### config.mk
export PLATFORM = sky130hd
export DESIGN_NAME = mc_control_unit_flat
export DESIGN_NICKNAME = d
export VERILOG_FILES = /design/src/rtl/mc_control_unit_pkg.sv /design/src/rtl/mc_control_unit_if.sv /design/src/rtl/mc_control_unit_alu_decode.sv /design/src/rtl/mc_control_unit.sv /design/src/flat_wrapper.sv
export SDC_FILE = /design/constraint.sdc
export NUM_CORES = 1
export LEC_CHECK = 0
export ABC_CLOCK_PERIOD_IN_PS = 2240
export CAP_MARGIN = 20
export CORE_MARGIN = 1
export CORE_UTILIZATION = 40
export CTS_CLUSTER_DIAMETER = 50
export DETAILED_ROUTE_END_ITERATION = 10
export HOLD_SLACK_MARGIN = 0.03
export PLACE_DENSITY = 0.82
export SLEW_MARGIN = 25
export SYNTH_ARGS = -nofsm -noshare
export SYNTH_HDL_FRONTEND = slang
export SYNTH_HIERARCHICAL = 1
export SYNTH_SLANG_ARGS = --single-unit
### constraint.sdc
create_clock -name clk -period 2.24 [get_ports clk]
set_input_delay 0.448 -clock clk [delete_from_list [all_inputs] [get_ports clk]]
set_output_delay 0.448 -clock clk [all_outputs]
set_load 0.01 [all_outputs]
### src/rtl/mc_control_unit_pkg.sv
// Shared encodings for the multi-cycle control unit.
// ALU codes, opcodes, FSM states and datapath mux selects.
package ctrl_pkg;

  localparam logic [3:0] ALU_AND   = 4'b0000;
  localparam logic [3:0] ALU_OR    = 4'b0001;
  localparam logic [3:0] ALU_XOR   = 4'b0010;
  localparam logic [3:0] ALU_SRA   = 4'b0011;
  localparam logic [3:0] ALU_SLL   = 4'b0100;
  localparam logic [3:0] ALU_SUB   = 4'b0101;
  localparam logic [3:0] ALU_ADD   = 4'b0110;
  localparam logic [3:0] ALU_SLT   = 4'b0111;
  localparam logic [3:0] ALU_PASSB = 4'b1100;

  localparam logic [6:0] OP_R     = 7'b0110011;
  localparam logic [6:0] OP_I     = 7'b0010011;
  localparam logic [6:0] OP_LW    = 7'b0000011;
  localparam logic [6:0] OP_SW    = 7'b0100011;
  localparam logic [6:0] OP_BR    = 7'b1100011;
  localparam logic [6:0] OP_JAL   = 7'b1101111;
  localparam logic [6:0] OP_JALR  = 7'b1100111;
  localparam logic [6:0] OP_LUI   = 7'b0110111;
  localparam logic [6:0] OP_AUIPC = 7'b0010111;

  typedef enum logic [2:0] {
    S_FETCH  = 3'd0,
    S_DECODE = 3'd1,
    S_EXEC   = 3'd2,
    S_MEM    = 3'd3,
    S_WB     = 3'd4,
    S_TRAP   = 3'd7
  } state_t;

  localparam logic       ADDR_PC  = 1'b0;
  localparam logic       ADDR_ALU = 1'b1;

  localparam logic [1:0] PC_PLUS4 = 2'd0;
  localparam logic [1:0] PC_ALU   = 2'd1;
  localparam logic [1:0] PC_ALUAL = 2'd2;

  localparam logic [1:0] A_RS1  = 2'd0;
  localparam logic [1:0] A_PC   = 2'd1;
  localparam logic [1:0] A_ZERO = 2'd2;

  localparam logic [1:0] B_RS2  = 2'd0;
  localparam logic [1:0] B_IMM  = 2'd1;
  localparam logic [1:0] B_FOUR = 2'd2;

  localparam logic [1:0] WB_ALU = 2'd0;
  localparam logic [1:0] WB_MEM = 2'd1;
  localparam logic [1:0] WB_PC4 = 2'd2;

endpackage

### src/rtl/mc_control_unit_if.sv
// Memory request/ready handshake between control unit and memory.
// Master drives request, write qualifier and address select.
interface mc_control_unit_if;
  logic mem_req;
  logic mem_we;
  logic addr_sel;
  logic mem_ready;

  modport master (
    output mem_req,
    output mem_we,
    output addr_sel,
    input  mem_ready
  );

  modport slave (
    input  mem_req,
    input  mem_we,
    input  addr_sel,
    output mem_ready
  );
endinterface

### src/rtl/mc_control_unit_alu_decode.sv
// ALU operation decode and decode-time legality check.
// ADD outside EXEC so DECODE precomputes PC + imm.
module mc_alu_decode
  import ctrl_pkg::*;
(
  input  logic [6:0] i_opcode,
  input  logic [2:0] i_funct3,
  input  logic       i_funct7b5,
  input  state_t     i_state,
  output logic [3:0] o_alu_ctrl,
  output logic       o_illegal_dec
);

  logic w_alu_op;
  assign w_alu_op = (i_opcode == OP_R) || (i_opcode == OP_I);

  // legality of the current IR fields
  always_comb begin
    o_illegal_dec = 1'b0;
    case (i_opcode)
      OP_R, OP_I:
        o_illegal_dec = (i_funct3 == 3'b011) ||
                        (i_funct3 == 3'b101 && !i_funct7b5);
      OP_BR:
        o_illegal_dec = (i_funct3[2:1] == 2'b11);
      OP_LW, OP_SW:
        o_illegal_dec = (i_funct3 != 3'b010);
      OP_JAL, OP_JALR, OP_LUI, OP_AUIPC:
        o_illegal_dec = 1'b0;
      default:
        o_illegal_dec = 1'b1;
    endcase
  end

  // ALU operation for the current state
  always_comb begin
    o_alu_ctrl = ALU_ADD;
    if (i_state == S_EXEC) begin
      if (w_alu_op) begin
        case (i_funct3)
          3'b000: o_alu_ctrl = (i_opcode == OP_R && i_funct7b5) ?
                               ALU_SUB : ALU_ADD;
          3'b001: o_alu_ctrl = ALU_SLL;
          3'b010: o_alu_ctrl = ALU_SLT;
          3'b100: o_alu_ctrl = ALU_XOR;
          3'b101: o_alu_ctrl = ALU_SRA;
          3'b110: o_alu_ctrl = ALU_OR;
          3'b111: o_alu_ctrl = ALU_AND;
          default: o_alu_ctrl = ALU_ADD;
        endcase
      end else if (i_opcode == OP_BR) begin
        o_alu_ctrl = i_funct3[2] ? ALU_SLT : ALU_SUB;
      end else if (i_opcode == OP_LUI) begin
        o_alu_ctrl = ALU_PASSB;
      end
    end
  end

endmodule

### src/rtl/mc_control_unit.sv
// Multi-cycle RV32I-subset control FSM (fetch/decode/exec/mem/wb).
// Optional CTRL_PERF_CNT_EN adds cycle_cnt and instret_cnt outputs.
module mc_control_unit
  import ctrl_pkg::*;
#(
  parameter bit RESET_ERR_STICKY = 1'b1
) (
  input  logic        clk,
  input  logic        rst,
  input  logic [6:0]  opcode,
  input  logic [2:0]  funct3,
  input  logic        funct7b5,
  input  logic        zero,
  mc_control_unit_if.master mem,
  output logic        ir_we,
  output logic        pc_we,
  output logic [1:0]  pc_sel,
  output logic [1:0]  alu_a_sel,
  output logic [1:0]  alu_b_sel,
  output logic [3:0]  alu_ctrl,
  output logic        reg_we,
  output logic [1:0]  wb_sel,
  output logic        illegal,
  output logic [2:0]  state_o
`ifdef CTRL_PERF_CNT_EN
  ,
  output logic [31:0] cycle_cnt,
  output logic [31:0] instret_cnt
`endif
);

  state_t r_state;
  state_t w_next;
  logic   r_illegal;
  logic   w_illegal_dec;
  logic   w_taken;
  logic   w_req, w_we, w_ir_we, w_pc_we, w_reg_we;

  mc_alu_decode u_dec (
    .i_opcode      (opcode),
    .i_funct3      (funct3),
    .i_funct7b5    (funct7b5),
    .i_state       (r_state),
    .o_alu_ctrl    (alu_ctrl),
    .o_illegal_dec (w_illegal_dec)
  );

  // BEQ/BNE compare via SUB, BLT/BGE via SLT result
  assign w_taken = funct3[0] ? (funct3[2] ? zero : !zero)
                             : (funct3[2] ? !zero : zero);

  // state register
  always_ff @(posedge clk) begin
    if (rst) r_state <= S_FETCH;
    else     r_state <= w_next;
  end

  // next state and Moore+IR control outputs
  always_comb begin
    w_next       = r_state;
    w_req        = 1'b0;
    w_we         = 1'b0;
    mem.addr_sel = ADDR_PC;
    w_ir_we      = 1'b0;
    w_pc_we      = 1'b0;
    w_reg_we     = 1'b0;
    pc_sel       = PC_PLUS4;
    alu_a_sel    = A_RS1;
    alu_b_sel    = B_RS2;
    wb_sel       = WB_ALU;
    case (r_state)
      S_FETCH: begin
        w_req = 1'b1;
        if (mem.mem_ready) begin
          w_ir_we = 1'b1;
          w_pc_we = 1'b1;
          w_next  = S_DECODE;
        end
      end
      S_DECODE: begin
        alu_a_sel = A_PC;
        alu_b_sel = B_IMM;
        w_next    = w_illegal_dec ? S_TRAP : S_EXEC;
      end
      S_EXEC: begin
        case (opcode)
          OP_R: w_next = S_WB;
          OP_I: begin
            alu_b_sel = B_IMM;
            w_next    = S_WB;
          end
          OP_LW, OP_SW: begin
            alu_b_sel = B_IMM;
            w_next    = S_MEM;
          end
          OP_BR: begin
            if (w_taken) begin
              w_pc_we = 1'b1;
              pc_sel  = PC_ALU;
            end
            w_next = S_FETCH;
          end
          OP_JAL: begin
            alu_a_sel = A_PC;
            alu_b_sel = B_IMM;
            w_pc_we   = 1'b1;
            pc_sel    = PC_ALU;
            w_next    = S_WB;
          end
          OP_JALR: begin
            alu_b_sel = B_IMM;
            w_pc_we   = 1'b1;
            pc_sel    = PC_ALUAL;
            w_next    = S_WB;
          end
          OP_LUI: begin
            alu_a_sel = A_ZERO;
            alu_b_sel = B_IMM;
            w_next    = S_WB;
          end
          OP_AUIPC: begin
            alu_a_sel = A_PC;
            alu_b_sel = B_IMM;
            w_next    = S_WB;
          end
          default: w_next = S_TRAP;
        endcase
      end
      S_MEM: begin
        w_req        = 1'b1;
        mem.addr_sel = ADDR_ALU;
        w_we         = (opcode == OP_SW);
        if (mem.mem_ready)
          w_next = (opcode == OP_SW) ? S_FETCH : S_WB;
      end
      S_WB: begin
        w_reg_we = 1'b1;
        if (opcode == OP_LW)
          wb_sel = WB_MEM;
        else if (opcode == OP_JAL || opcode == OP_JALR)
          wb_sel = WB_PC4;
        w_next = S_FETCH;
      end
      S_TRAP: w_next = S_TRAP;
      default: w_next = S_FETCH;
    endcase
  end

  // nothing writes during the reset cycle
  assign mem.mem_req = w_req & ~rst;
  assign mem.mem_we  = w_we & ~rst;
  assign ir_we       = w_ir_we & ~rst;
  assign pc_we       = w_pc_we & ~rst;
  assign reg_we      = w_reg_we & ~rst;
  assign state_o     = r_state;
  assign illegal     = r_illegal;

  // illegal flag: set entering TRAP, optionally cleared in FETCH
  always_ff @(posedge clk) begin
    if (rst)
      r_illegal <= 1'b0;
    else if (w_next == S_TRAP)
      r_illegal <= 1'b1;
    else if (!RESET_ERR_STICKY && r_state == S_FETCH)
      r_illegal <= 1'b0;
  end

`ifdef CTRL_PERF_CNT_EN
  logic [31:0] r_cycle_cnt;
  logic [31:0] r_instret_cnt;

  // free-running cycle and retired-instruction counters
  always_ff @(posedge clk) begin
    if (rst) begin
      r_cycle_cnt   <= 32'd0;
      r_instret_cnt <= 32'd0;
    end else begin
      r_cycle_cnt <= r_cycle_cnt + 32'd1;
      if (r_state != S_FETCH && w_next == S_FETCH)
        r_instret_cnt <= r_instret_cnt + 32'd1;
    end
  end

  assign cycle_cnt   = r_cycle_cnt;
  assign instret_cnt = r_instret_cnt;
`endif

endmodule

### src/flat_wrapper.sv
// flat-port wrapper written by rule: the top's interface ports become plain ports
module mc_control_unit_flat import ctrl_pkg::*;
#(
  parameter bit RESET_ERR_STICKY = 1'b1
)
  (clk, rst, opcode, funct3, funct7b5, zero, ir_we, pc_we, pc_sel, alu_a_sel, alu_b_sel, alu_ctrl, reg_we, wb_sel, illegal, state_o, mem_mem_req, mem_mem_we, mem_addr_sel, mem_mem_ready);
  mc_control_unit_if mem_i ();
  input  logic clk;
  input  logic rst;
  input  logic [6:0] opcode;
  input  logic [2:0] funct3;
  input  logic funct7b5;
  input  logic zero;
  output logic ir_we;
  output logic pc_we;
  output logic [1:0] pc_sel;
  output logic [1:0] alu_a_sel;
  output logic [1:0] alu_b_sel;
  output logic [3:0] alu_ctrl;
  output logic reg_we;
  output logic [1:0] wb_sel;
  output logic illegal;
  output logic [2:0] state_o;
  output wire logic [$bits(mem_i.mem_req)-1:0] mem_mem_req;
  output wire logic [$bits(mem_i.mem_we)-1:0] mem_mem_we;
  output wire logic [$bits(mem_i.addr_sel)-1:0] mem_addr_sel;
  input wire logic [$bits(mem_i.mem_ready)-1:0] mem_mem_ready;
  assign mem_mem_req = mem_i.mem_req;
  assign mem_mem_we = mem_i.mem_we;
  assign mem_addr_sel = mem_i.addr_sel;
  assign mem_i.mem_ready = mem_mem_ready;
  mc_control_unit #(.RESET_ERR_STICKY(RESET_ERR_STICKY)) u_core (.clk(clk), .rst(rst), .opcode(opcode), .funct3(funct3), .funct7b5(funct7b5), .zero(zero), .mem(mem_i), .ir_we(ir_we), .pc_we(pc_we), .pc_sel(pc_sel), .alu_a_sel(alu_a_sel), .alu_b_sel(alu_b_sel), .alu_ctrl(alu_ctrl), .reg_we(reg_we), .wb_sel(wb_sel), .illegal(illegal), .state_o(state_o));
endmodule
# Word-level counts from Yosys, hierarchy flattened
# Cells that the tools add are included.
[word_totals] regBits=4 input_bits=15 out_inout_bits=22
[op_classes] eq_ne=24 mux=36 n_bitwise=6 n_reduce_logical=17
[ops] operator="equality test 3 bit (second input constant)" count=7
[ops] operator="equality test 7 x 6 -> 1 bit (second input constant)" count=3
[ops] operator="equality test 7 bit (second input constant)" count=3
[ops] operator="case mux 3 bit (7 select lines)" count=1
[ops] operator="2-to-1 mux 4 bit" count=4
[ops] operator="case mux 3 bit (5 select lines)" count=1
[ops] operator="equality test 7 x 5 -> 1 bit (second input constant)" count=2
[ops] operator="equality test 3 x 2 -> 1 bit (second input constant)" count=4
[ops] operator="2-to-1 mux 1 bit" count=12
[ops] operator="2-to-1 mux 2 bit" count=6
[ops] operator="2-to-1 mux 3 bit" count=4
[ops] operator="case mux 2 bit (2 select lines)" count=3
[ops] operator="OR reduction 2 bit" count=5
[ops] operator="case mux 3 bit (3 select lines)" count=1
[ops] operator="equality test 7 x 2 -> 1 bit (second input constant)" count=1
[ops] operator="OR reduction 7 bit" count=1
[ops] operator="equality test 3 x 1 -> 1 bit (second input constant)" count=2
[ops] operator="logical NOT 3 bit" count=2
[ops] operator="case mux 2 bit (3 select lines)" count=1
[ops] operator="OR reduction 6 bit" count=1
[ops] operator="AND 1 bit" count=5
[ops] operator="case mux 1 bit (2 select lines)" count=2
[ops] operator="case mux 1 bit (4 select lines)" count=1
[ops] operator="OR reduction 4 bit" count=1
[ops] operator="6 further kinds" count=10

# Depth between registers and ports, before layout
# Gate-level depths: netlist of run 1.
[depth] word_depth=7 mapped_depth=7 depth_no_buf=7

# Hierarchy
# The synthesis of run 1 kept the hierarchy.
[by_module_without_submodules] module="mc_control_unit" instances=1 cells_each=80 area_each_um2=546.8
[by_module_without_submodules] module="mc_alu_decode" instances=1 cells_each=38 area_each_um2=237.7

# Worst setup path before layout of run 1
# OpenSTA, ideal clock, no wires.
[synth_path] path_type="register to output" from="register u_core.r_state[1] (netlist: u_core/state_o[1])" to="output pc_we" arrival_time_ns=1.572 required_time_ns=1.792 setup_slack_ns=0.220 stages_incl_launch_ff=5 path_cell_list="dfxtp_1 nand2b_1 or3_1 nor3_1 o31a_1"
[synth_via] elab_chain_cells=3 elab_cells_between_ends=4 cone_classes="eq/ne (1); mux (1); bitwise (1); reduce/logical (1)"
[synth_rtl] element="from (decl)" line_no="mc_control_unit.sv:32" text="state_t r_state;"
[synth_rtl] element="from (signal assigned)" line_no="mc_control_unit.sv:55" text="else r_state <= w_next;"
[synth_rtl] element="equality test 3 x 2 -> 1 bit or logical NOT 3 bit (tied branches)" line_no="mc_control_unit.sv:71" text="case (r_state)"
[synth_rtl] element="case mux 1 bit (2 select lines) *" line_no="mc_control_unit.sv:71"
[synth_rtl] element="AND 1 bit *" line_no="mc_control_unit.sv:153" text="assign pc_we = w_pc_we & ~rst;"
[synth_rtl] element="to (decl)" line_no="flat_wrapper.sv:15" text="output logic pc_we;"
# Every way passes the cells marked *; elsewhere a longest branch is shown, timed or not.

# Final worst setup path of run 1
[layout_path] from="input opcode[5]" to="output mem_mem_we"
[layout_via] elab_chain_cells=3
[layout_rtl] element="from (decl)" line_no="flat_wrapper.sv:10" text="input logic [6:0] opcode;"
[layout_rtl] element="equality test 7 x 6 -> 1 bit" line_no="mc_control_unit.sv:132" text="w_we = (opcode == OP_SW);"
[layout_rtl] element="2-to-1 mux 1 bit" line_no="mc_control_unit.sv:71"
[layout_rtl] element="AND 1 bit" line_no="mc_control_unit.sv:151" text="assign mem.mem_we = w_we & ~rst;"
[layout_rtl] element="to (decl)" line_no="flat_wrapper.sv:25" text="output wire logic [$bits(mem_i.mem_we)-1:0] mem_mem_we;"
# No other way between the ends.

==> key figures, run 1 <==
Synth
  – Post-synth EDFFs: 0
  – Post-synthesis cell count: 118
  – Register bit total from synthesis: 4
  – Synthesized Nets: 133
  – Synth warn: 6
  – Synth Flop Type: dfxtp_1
  – Synthesized area per cell: around 6.6 µm²
  – Post-synth design cell area: between 700 and 800 µm²
  – Synth unique cells: 50
  – Register area share after synthesis: between 10% and 20%
  – Ys async rst share: 0%

Run status
  – Status: complete, no violations

Detailed routing
  – Detailed Route WL: between 3 and 4 mm
  – ANT nets after route: 0
  – # DRC: 0
  – Vias: 1207
  – Routed length per instance: 14.1 µm
  – Drt first pass iters: 4
  – DR vias/cell: 5.54
  – Initial DRC Count: 32

Global routing
  – Global-route wire length before repair: around 5 mm
  – Fraction of met2 tracks used by global routing: 62.5%
  – Number of global-route vias before repair: 1166
  – GRT Max-Usage Layer: met2
  – Total track usage: 32.2%
  – Largest net degree at the start of global routing: 12
  – Initial antenna violation count: 0
  – Final global-route overflow total: 0
  – Met3 global-route usage: 10.6%
  – GR Layer Usage met1: slightly above 30%

CTS
  – Longest Clk Path Bufs: 2
  – Clk root buf: clkbuf_4
  – Total CTS buffers: 3
  – H-tree depth: 1
  – CTS clock-pin slew for the worst setup and hold paths: ~0.04 ns
  – Clock sinks: 4
  – CTS tree: done
  – Worst-skew pair later-pin latency: 0.24 ns

Critical path
  – CP startpoint kind: primary input
  – CP max FO: 8
  – R2R depth: 5
  – R2r setup slk: 0.59 ns
  – Worst setup EP type: output port
  – Worst EP required: 1.79 ns
  – Worst path arrival time: 1.75 ns
  – Kind of critical path: primary input to output port

Power and ir drop
  – Final Power: 0.856 mW
  – Worst vdd ir: 0.576 mV
  – Pleak: 0.700 nW
  – Power Density: 572 nW/µm²

Placement
  – Dpl hpwl: 2.36 mm
  – Setup WS pre-CTS: -0.843 ns
  – Routability cong.: a little over 0.9
  – Post-placement cell area: 1420 µm²
  – PortBufs: 35

Die
  – Die height: approximately 46 µm
  – Ports: 37
  – Core area: 1780 µm²
  – Site Rows: 15
  – Starting density of the core: 44.0%
  – Die area: roughly 2100 µm²
  – Chip width: roughly 46 µm

Finish
  – Final net count: 210
  – Leading cell type in the layout, fill and taps excluded: buf_4
  – Ant diodes: 0
  – Fillers: 105
  – Design area: 1500 µm²
  – Most frequent cells in the layout: buf_4 (40), nor2_1 (13), nand2_1 (10)
  – Area of the multi-input gates: 728 µm²
  – Layout cells sized above 1: 43.0%
  – Post-Route Utilization: 84.0%
  – Layout area overhead: 90.9%
  – Storage element area: 80.1 µm²

Timing
  – Hold Vio Cnt, Final: 0
  – FMAX: roughly 460 MHz
  – Max-slew violations: 0
  – RSZ-0062 raised after global routing: no
  – PnR worst setup slack: 0.0453 ns
  – Final period util: 98.0%
  – Clock skew: between 0.008 and 0.009 ns
  – Minimum clock period: 2.19 ns
  – Setup tns final: 0 ns
  – Final Setup Violations: 0

Worst hold path
  – Hold WC Path Type: flip-flop to flip-flop
  – WHS Path Cells: 2

Run
  – Max Cap Viol: 0
==> Yosys cell counts (all sizes together) (2+ instances only) <==
master | n | area share [%]
nor3 | 5 | 3.2
nand3b | 3 | 2.9
dfxtp | 4 | 10
nor4 | 4 | 3.2
o22ai | 3 | 2.4
buf | 3 | 3.0
a21oi | 4 | 2.6
a311oi | 2 | 3.0
nand4b | 2 | 2.2
nand3 | 5 | 3.2
or3b | 2 | 2.2
or4 | 3 | 3.3
nor2b | 4 | 3.2
and3 | 2 | 1.6
nand2 | 11 | 5.3
o21ai | 5 | 3.2
nand2b | 7 | 5.9
a31oi | 3 | 2.4
inv | 7 | 3.3
a221oi | 2 | 3.0
o31a | 3 | 3.3
a21boi | 2 | 1.9
nor2 | 13 | 6.2
==> worst paths after layout <==
check / start / end
max: opcode[5] / mem_mem_we
min: u_core/illegal / u_core/illegal
max reg2reg: u_core/state_o[0] / u_core/state_o[1]
min reg2reg: u_core/illegal / u_core/illegal
==> report_power, final <==
part	internal (mW)	total [mW]	switching (mW)
sequential	0.101	0.120	0.0180
clock	0.0600	0.0904	0.0305
combinational	0.333	0.646	0.313
==> cell type report <==
| class | count | area share, % |
|---|---|---|
| Sequential cell | 4 | 5.35 |
| Timing Repair Buffer | 76 | 40.7 |
| Clock buffer | 3 | 1.50 |
| Multi-Input combinational cell | 103 | 48.6 |
| Inverter | 7 | 1.75 |
| Tap cell | 25 | 2.09 |
==> logic make-up after synthesis <==
group           Yosys count  share of synthesized area, %
other cells               1                         0.478
compound gates           30                          28.4
simple gates             70                          51.5
mux                       1                          1.44
buf+inv                  11                          6.86
flops                     4                          10.2
xor+xnor                  1                          1.12
==> metrics by stage <==
| stage | instances | hold slack [ns] |
|---|---|---|
| 5_1_grt | 218 | 0.570 |
| 4_1_cts | 217 | 0.502 |
| 3_5_place_dp | 211 | 0.488 |
| 6_report | 218 | 0.502 |
| 2_1_floorplan | 118 | 0.532 |
| 3_3_place_gp | 211 | 0.482 |
==> state kept, by name (all words and copies together) (netlist names) <==
| register | flops |
|---|---|
| u_core/state_o | 3 |
| u_core/illegal | 1 |
==> routing by layer <==
metal,wire length (µm),vias up
li1,-,597
met1,1200,561
met2,1700,45
met3,154,4
met4,25,0
met5,0,-
==> critical path, stage by stage <==
cell and delay, ns:
clkdlybuf4s15_1 0.20, buf_4 0.17, nand2b_4 0.06, or4_4 0.42, nor4_1 0.27, buf_2 0.17
==> timing repair <==
item                       4_1_cts  5_1_grt
hold buffers                     0        0
gates resized for setup         82       14
setup buffers                    4        1
setup endpoints to repair       14       10
pin swaps                        9        5
(Power assumes the default switching activity.)
==> inputs of run 2 (changes only) <==
--- a/config.mk
+++ b/config.mk
@@ -11,8 +11,9 @@
 export CORE_UTILIZATION = 40
 export CTS_CLUSTER_DIAMETER = 50
 export DETAILED_ROUTE_END_ITERATION = 10
+export DONT_BUFFER_PORTS = 1
 export HOLD_SLACK_MARGIN = 0.03
-export PLACE_DENSITY = 0.82
+export PLACE_DENSITY = 0.57
 export SLEW_MARGIN = 25
 export SYNTH_ARGS = -nofsm -noshare
 export SYNTH_HDL_FRONTEND = slang
==> key figures, run 2 (synthesis gave the netlist of run 1 again) <==
Run status
  – Status: complete, no violations

Detailed routing
  – # DRC: 0
  – Routed length per instance: 15.2 µm
  – DR vias/cell: 6.13
  – Vias: 920
  – Drt first pass iters: 4
  – Initial DRC Count: 20
  – Detailed Route WL: 2.29 mm
  – ANT nets after route: 0

Critical path
  – CP max FO: 3
  – CP Capture Point: pc_we
  – CP max stage cell: or3_1
  – CP peak stage delay: 0.39 ns
  – Setup crit start: u_core/state_o[0]
  – FF-to-FF Start: u_core/state_o[2]
  – Worst path arrival time: approximately 1.6 ns
  – CP startpoint kind: flip-flop
  – Worst setup EP type: output port
  – Worst EP required: between 1.5 and 2 ns
  – Kind of critical path: flip-flop to output port
  – RR Endpoint: u_core/state_o[1]
  – R2R depth: 5
  – CP Cell Sequence: nand2b_1 -> or3_1 -> nor3_1 -> o31a_1
  – R2r setup slk: 0.64 ns

Timing
  – FMAX: 492 MHz
  – Setup tns final: 0 ns
  – Max-slew violations: 0
  – Hold Vio Cnt, Final: 0
  – Final Setup Violations: 0
  – Minimum clock period: 2.03 ns
  – RSZ-0062 raised after global routing: no
  – Clock skew: between 0.00005 and 0.00006 ns
  – Final period util: 90.8%

Global routing
  – Initial antenna violation count: 0
  – Global-route wire length before repair: roughly 3.7 mm
  – Final global-route overflow total: 0
  – Number of global-route vias before repair: slightly above 800
  – Largest net degree at the start of global routing: 19
  – Total track usage: between 20% and 30%

Placement
  – Dpl hpwl: 1.76 mm
  – Routability cong.: 0.800
  – PortBufs: 0
  – Placed Instances: approximately 150

CTS
  – CTS clock-pin slew for the worst setup and hold paths: 0.04 ns
  – Post-CTS setup repair buffer count: 0
  – Clock sinks: 4
  – Cts repair resizes: 0
  – H-tree depth: 1
  – Longest Clk Path Bufs: 2
  – Hold_buf cts: 0
  – Worst-skew pair later-pin latency: about 0.23 ns
  – Clk root buf: clkbuf_4
  – CTS tree: done
  – Total CTS buffers: 3

Die
  – Die height: 46.3 µm
  – Die area: 2140 µm²
  – Core area: 1780 µm²
  – Chip width: ~46 µm
  – Starting density of the core: 44.0%
  – Site Rows: 15
  – Ports: 37

Finish
  – Non-filler cells, final: 150
  – Post-Route Utilization: 48.8%
  – Layout cells sized above 1: 17.6%
  – Max reg flops: 3
  – Layout area overhead: 11.0%
  – Final net count: between 100 and 150
  – Ant diodes: 0
  – Most frequent cells in the layout: nor2_1 (13), nand2_1 (11), buf_4 (8)
  – Leading cell type in the layout, fill and taps excluded: nor2_1
  – Fillers: 195

Power and ir drop
  – Worst vdd ir: 0.330 mV
  – Power Density: 678 nW/µm²
  – Pleak: 0.311 nW

Worst hold path
  – Hold WC Path Type: primary input to flip-flop

Run
  – Max Cap Viol: 0
[run 2: cell count changes in the layout (fill, tap and decap cells not counted), moves of 2 or more]
cell             delta
dlygate4sd2_1       -8
clkdlybuf4s50_1     -8
buf_6               -2
buf_2               -8
clkbuf_2            -4
buf_8               -2
nor3_1              +2
buf_4              -32
or4_1               +2
dlymetal6s2s_1      -2
or4_4               -2
[run 2: report_power, final]
part,switching (mW),total (mW),internal [mW],leakage (nW)
Clock,0.0257,0.0854,0.0597,0.0138
Combinational,0.225,0.376,0.150,0.265
Sequential,0.0276,0.129,0.102,0.0329
[run 2: metal layers]
layer / GRT usage, % / wire length, µm
met5: 0 / 0
met4: 1.76 / 0
met3: 5.49 / 189
met2: 33.2 / 999
met1: 34.4 / 1100
[run 2: how the worst min path moves through the flow]
stage,from,to,slack (ns),cells after the start
after floorplan,u_core/illegal,u_core/illegal,0.53,2
after CTS,rst,u_core/state_o[1],0.40,2
final,rst,u_core/state_o[0],0.41,2
after detailed placement,u_core/illegal,u_core/illegal,0.56,2
after global placement,u_core/illegal,u_core/illegal,0.56,2
after global routing,rst,u_core/state_o[0],0.41,2
[run 2: layout make-up]
cell class | instances | area, µm² | area share, %
Sequential cell | 4 | 80.1 | 9.20
Tap cell | 25 | 31.3 | 3.59
Multi-Input combinational cell | 103 | 651 | 74.7
Clock buffer | 3 | 22.5 | 2.59
Timing Repair Buffer | 8 | 60.1 | 6.90
Inverter | 7 | 26.3 | 3.02
[run 2: per-stage QoR]
| step | instance area [µm²] | hold WS (ns) | worst slack (ns) | total power [mW] |
|---|---|---|---|---|
| floorplan | 785 | 0.532 | 0.220 | 0.408 |
| global placement | 848 | 0.565 | 0.257 | 0.499 |
| detailed placement | 848 | 0.563 | 0.227 | 0.500 |
| CTS | 871 | 0.403 | 0.191 | 0.592 |
| global route | 871 | 0.410 | 0.126 | 0.644 |
| finish | 871 | 0.413 | 0.207 | 0.590 |
[run 2: worst max-delay path, delay by kind of cell (launching register included)]
kind	cells	cell delay, ns
AND/OR/NAND/NOR	3	0.84
flip-flops	1	0.29
AO/OA/AOI/OAI	1	0.23
==> inputs of run 3 (changes only) <==
--- a/config.mk
+++ b/config.mk
@@ -13,7 +13,7 @@
 export DETAILED_ROUTE_END_ITERATION = 10
 export DONT_BUFFER_PORTS = 1
 export HOLD_SLACK_MARGIN = 0.03
-export PLACE_DENSITY = 0.57
+export PLACE_DENSITY_LB_ADDON = 0.05
 export SLEW_MARGIN = 25
 export SYNTH_ARGS = -nofsm -noshare
 export SYNTH_HDL_FRONTEND = slang
==> key figures, run 3 (synthesis gave the netlist of run 1 again) <==
Run status
  – Status: complete, no violations

Power and ir drop
  – Reg power frac: about a fifth
  – Worst vdd ir: 0.485 mV
  – Pleak: 0.311 nW
  – Switching pwr: 0.279 mW
  – Internal: ~0.31 mW
  – Power Density: 679 nW/µm²
  – Logic pwr share: 63.9%
  – Final Power: 0.591 mW
  – Switching share of power: 47.2%
  – Clock group share of total power: 15.1%

Detailed routing
  – Drt first pass iters: 4
  – DR vias/cell: 6.25
  – Initial DRC Count: 25
  – ANT nets after route: 0
  – Routed length per instance: 15.5 µm
  – # DRC: 0
  – Vias: 937
  – Detailed Route WL: 2.33 mm

Global routing
  – Global-route wire length before repair: 3.34 mm
  – Total track usage: between 20% and 30%
  – Number of global-route vias before repair: 758
  – Largest net degree at the start of global routing: 19
  – Final global-route overflow total: 0
  – Initial antenna violation count: 0

Critical path
  – R2R depth: 5
  – Kind of critical path: flip-flop to output port
  – Worst EP required: ~1.8 ns
  – Worst path arrival time: 1.61 ns
  – CP max FO: 3
  – Worst setup EP type: output port
  – CP startpoint kind: flip-flop

Timing
  – RSZ-0062 raised after global routing: no
  – Minimum clock period: 2.05 ns
  – Clock skew: 0.00317 ns
  – Hold Vio Cnt, Final: 0
  – Final period util: between 90 and 100%
  – Hold WS: 0.422 ns
  – Max-slew violations: 0
  – FMAX: about 500 MHz
  – Setup tns final: 0 ns
  – Final Setup Violations: 0

CTS
  – Cts repair resizes: 0
  – CTS clock-pin slew for the worst setup and hold paths: roughly 0.040 ns
  – Longest Clk Path Bufs: 2
  – H-tree depth: 1
  – Worst-skew pair later-pin latency: 0.23 ns
  – Post-CTS setup repair buffer count: 0
  – CTS tree: done
  – Total CTS buffers: 3
  – Hold_buf cts: 0
  – Clock sinks: 4
  – Clk root buf: clkbuf_4

Die
  – Die area: between 2000 and 2500 µm²
  – Ports: 37
  – Core area: 1780 µm²
  – Chip width: 46.3 µm
  – Die height: 46.3 µm
  – Site Rows: 15
  – Starting density of the core: 44.0%

Finish
  – Layout area overhead: 11.0%
  – Ant diodes: 0
  – Storage element area: 80.1 µm²
  – Most frequent cells in the layout: nor2_1 (13), nand2_1 (11), buf_4 (8)
  – Leading cell type in the layout, fill and taps excluded: nor2_1
  – Fillers: 190
  – Area of the multi-input gates: 651 µm²
  – Layout cells sized above 1: between 10% and 20%
  – Final net count: between 100 and 150
  – Max reg flops: 3

Run
  – Max Cap Viol: 0

Placement
  – Dpl hpwl: around 1.8 mm
  – Routability cong.: 0.858
  – PortBufs: 0

Worst hold path
  – WHS Path Cells: 2
  – Hold WC Path Type: primary input to flip-flop
run 3: through the flow:
step	cells	instance area (µm²)	util, %	setup slack (ns)
CTS	150	871	48.8	0.176
detailed placement	147	848	47.6	0.231
floorplan	118	785	-	0.220
global placement	147	848	47.6	0.233
global route	150	871	48.8	0.107
finish	150	871	48.8	0.187
run 3: per-layer routing:
layer,up-vias,part of all wire (%),track usage (%)
met5,-,0,0
met4,0,0.60,8.82
met3,2,7.3,4.31
met2,40,46,35.8
met1,436,46,27.8
li1,459,-,-
run 3: final timing paths:
path | slack (ns) | startpoint | to
setup / recovery | 0.19 | u_core/state_o[0] | pc_we
hold / removal | 0.42 | rst | u_core/state_o[0]
setup reg to reg | 0.58 | u_core/state_o[2] | u_core/state_o[1]
hold reg to reg | 0.61 | u_core/illegal | u_core/illegal
run 3: final cells by class:
type / count / share of cell area, %
clock buffer: 3 / 2.59
inverter: 7 / 3.02
multi-input combinational: 103 / 74.7
sequential: 4 / 9.20
tap: 25 / 3.59
timing repair buffer: 8 / 6.90
run 3: critical path, stage by stage (launching register included):
cell and delay, ns:
dfxtp_1 0.30, nand2b_1 0.17, or3_1 0.37, nor3_1 0.32
o31a_1 0.22
run 3: power groups by stage:
stage | clock network, mW | registers (mW) | logic (mW)
final | 0.0890 | 0.124 | 0.378
after global routing | 0.104 | 0.129 | 0.421
after CTS | 0.0938 | 0.125 | 0.375
after detailed placement | 0 | 0.126 | 0.373
after global placement | 0 | 0.126 | 0.374
after floorplan | 0 | 0.156 | 0.252
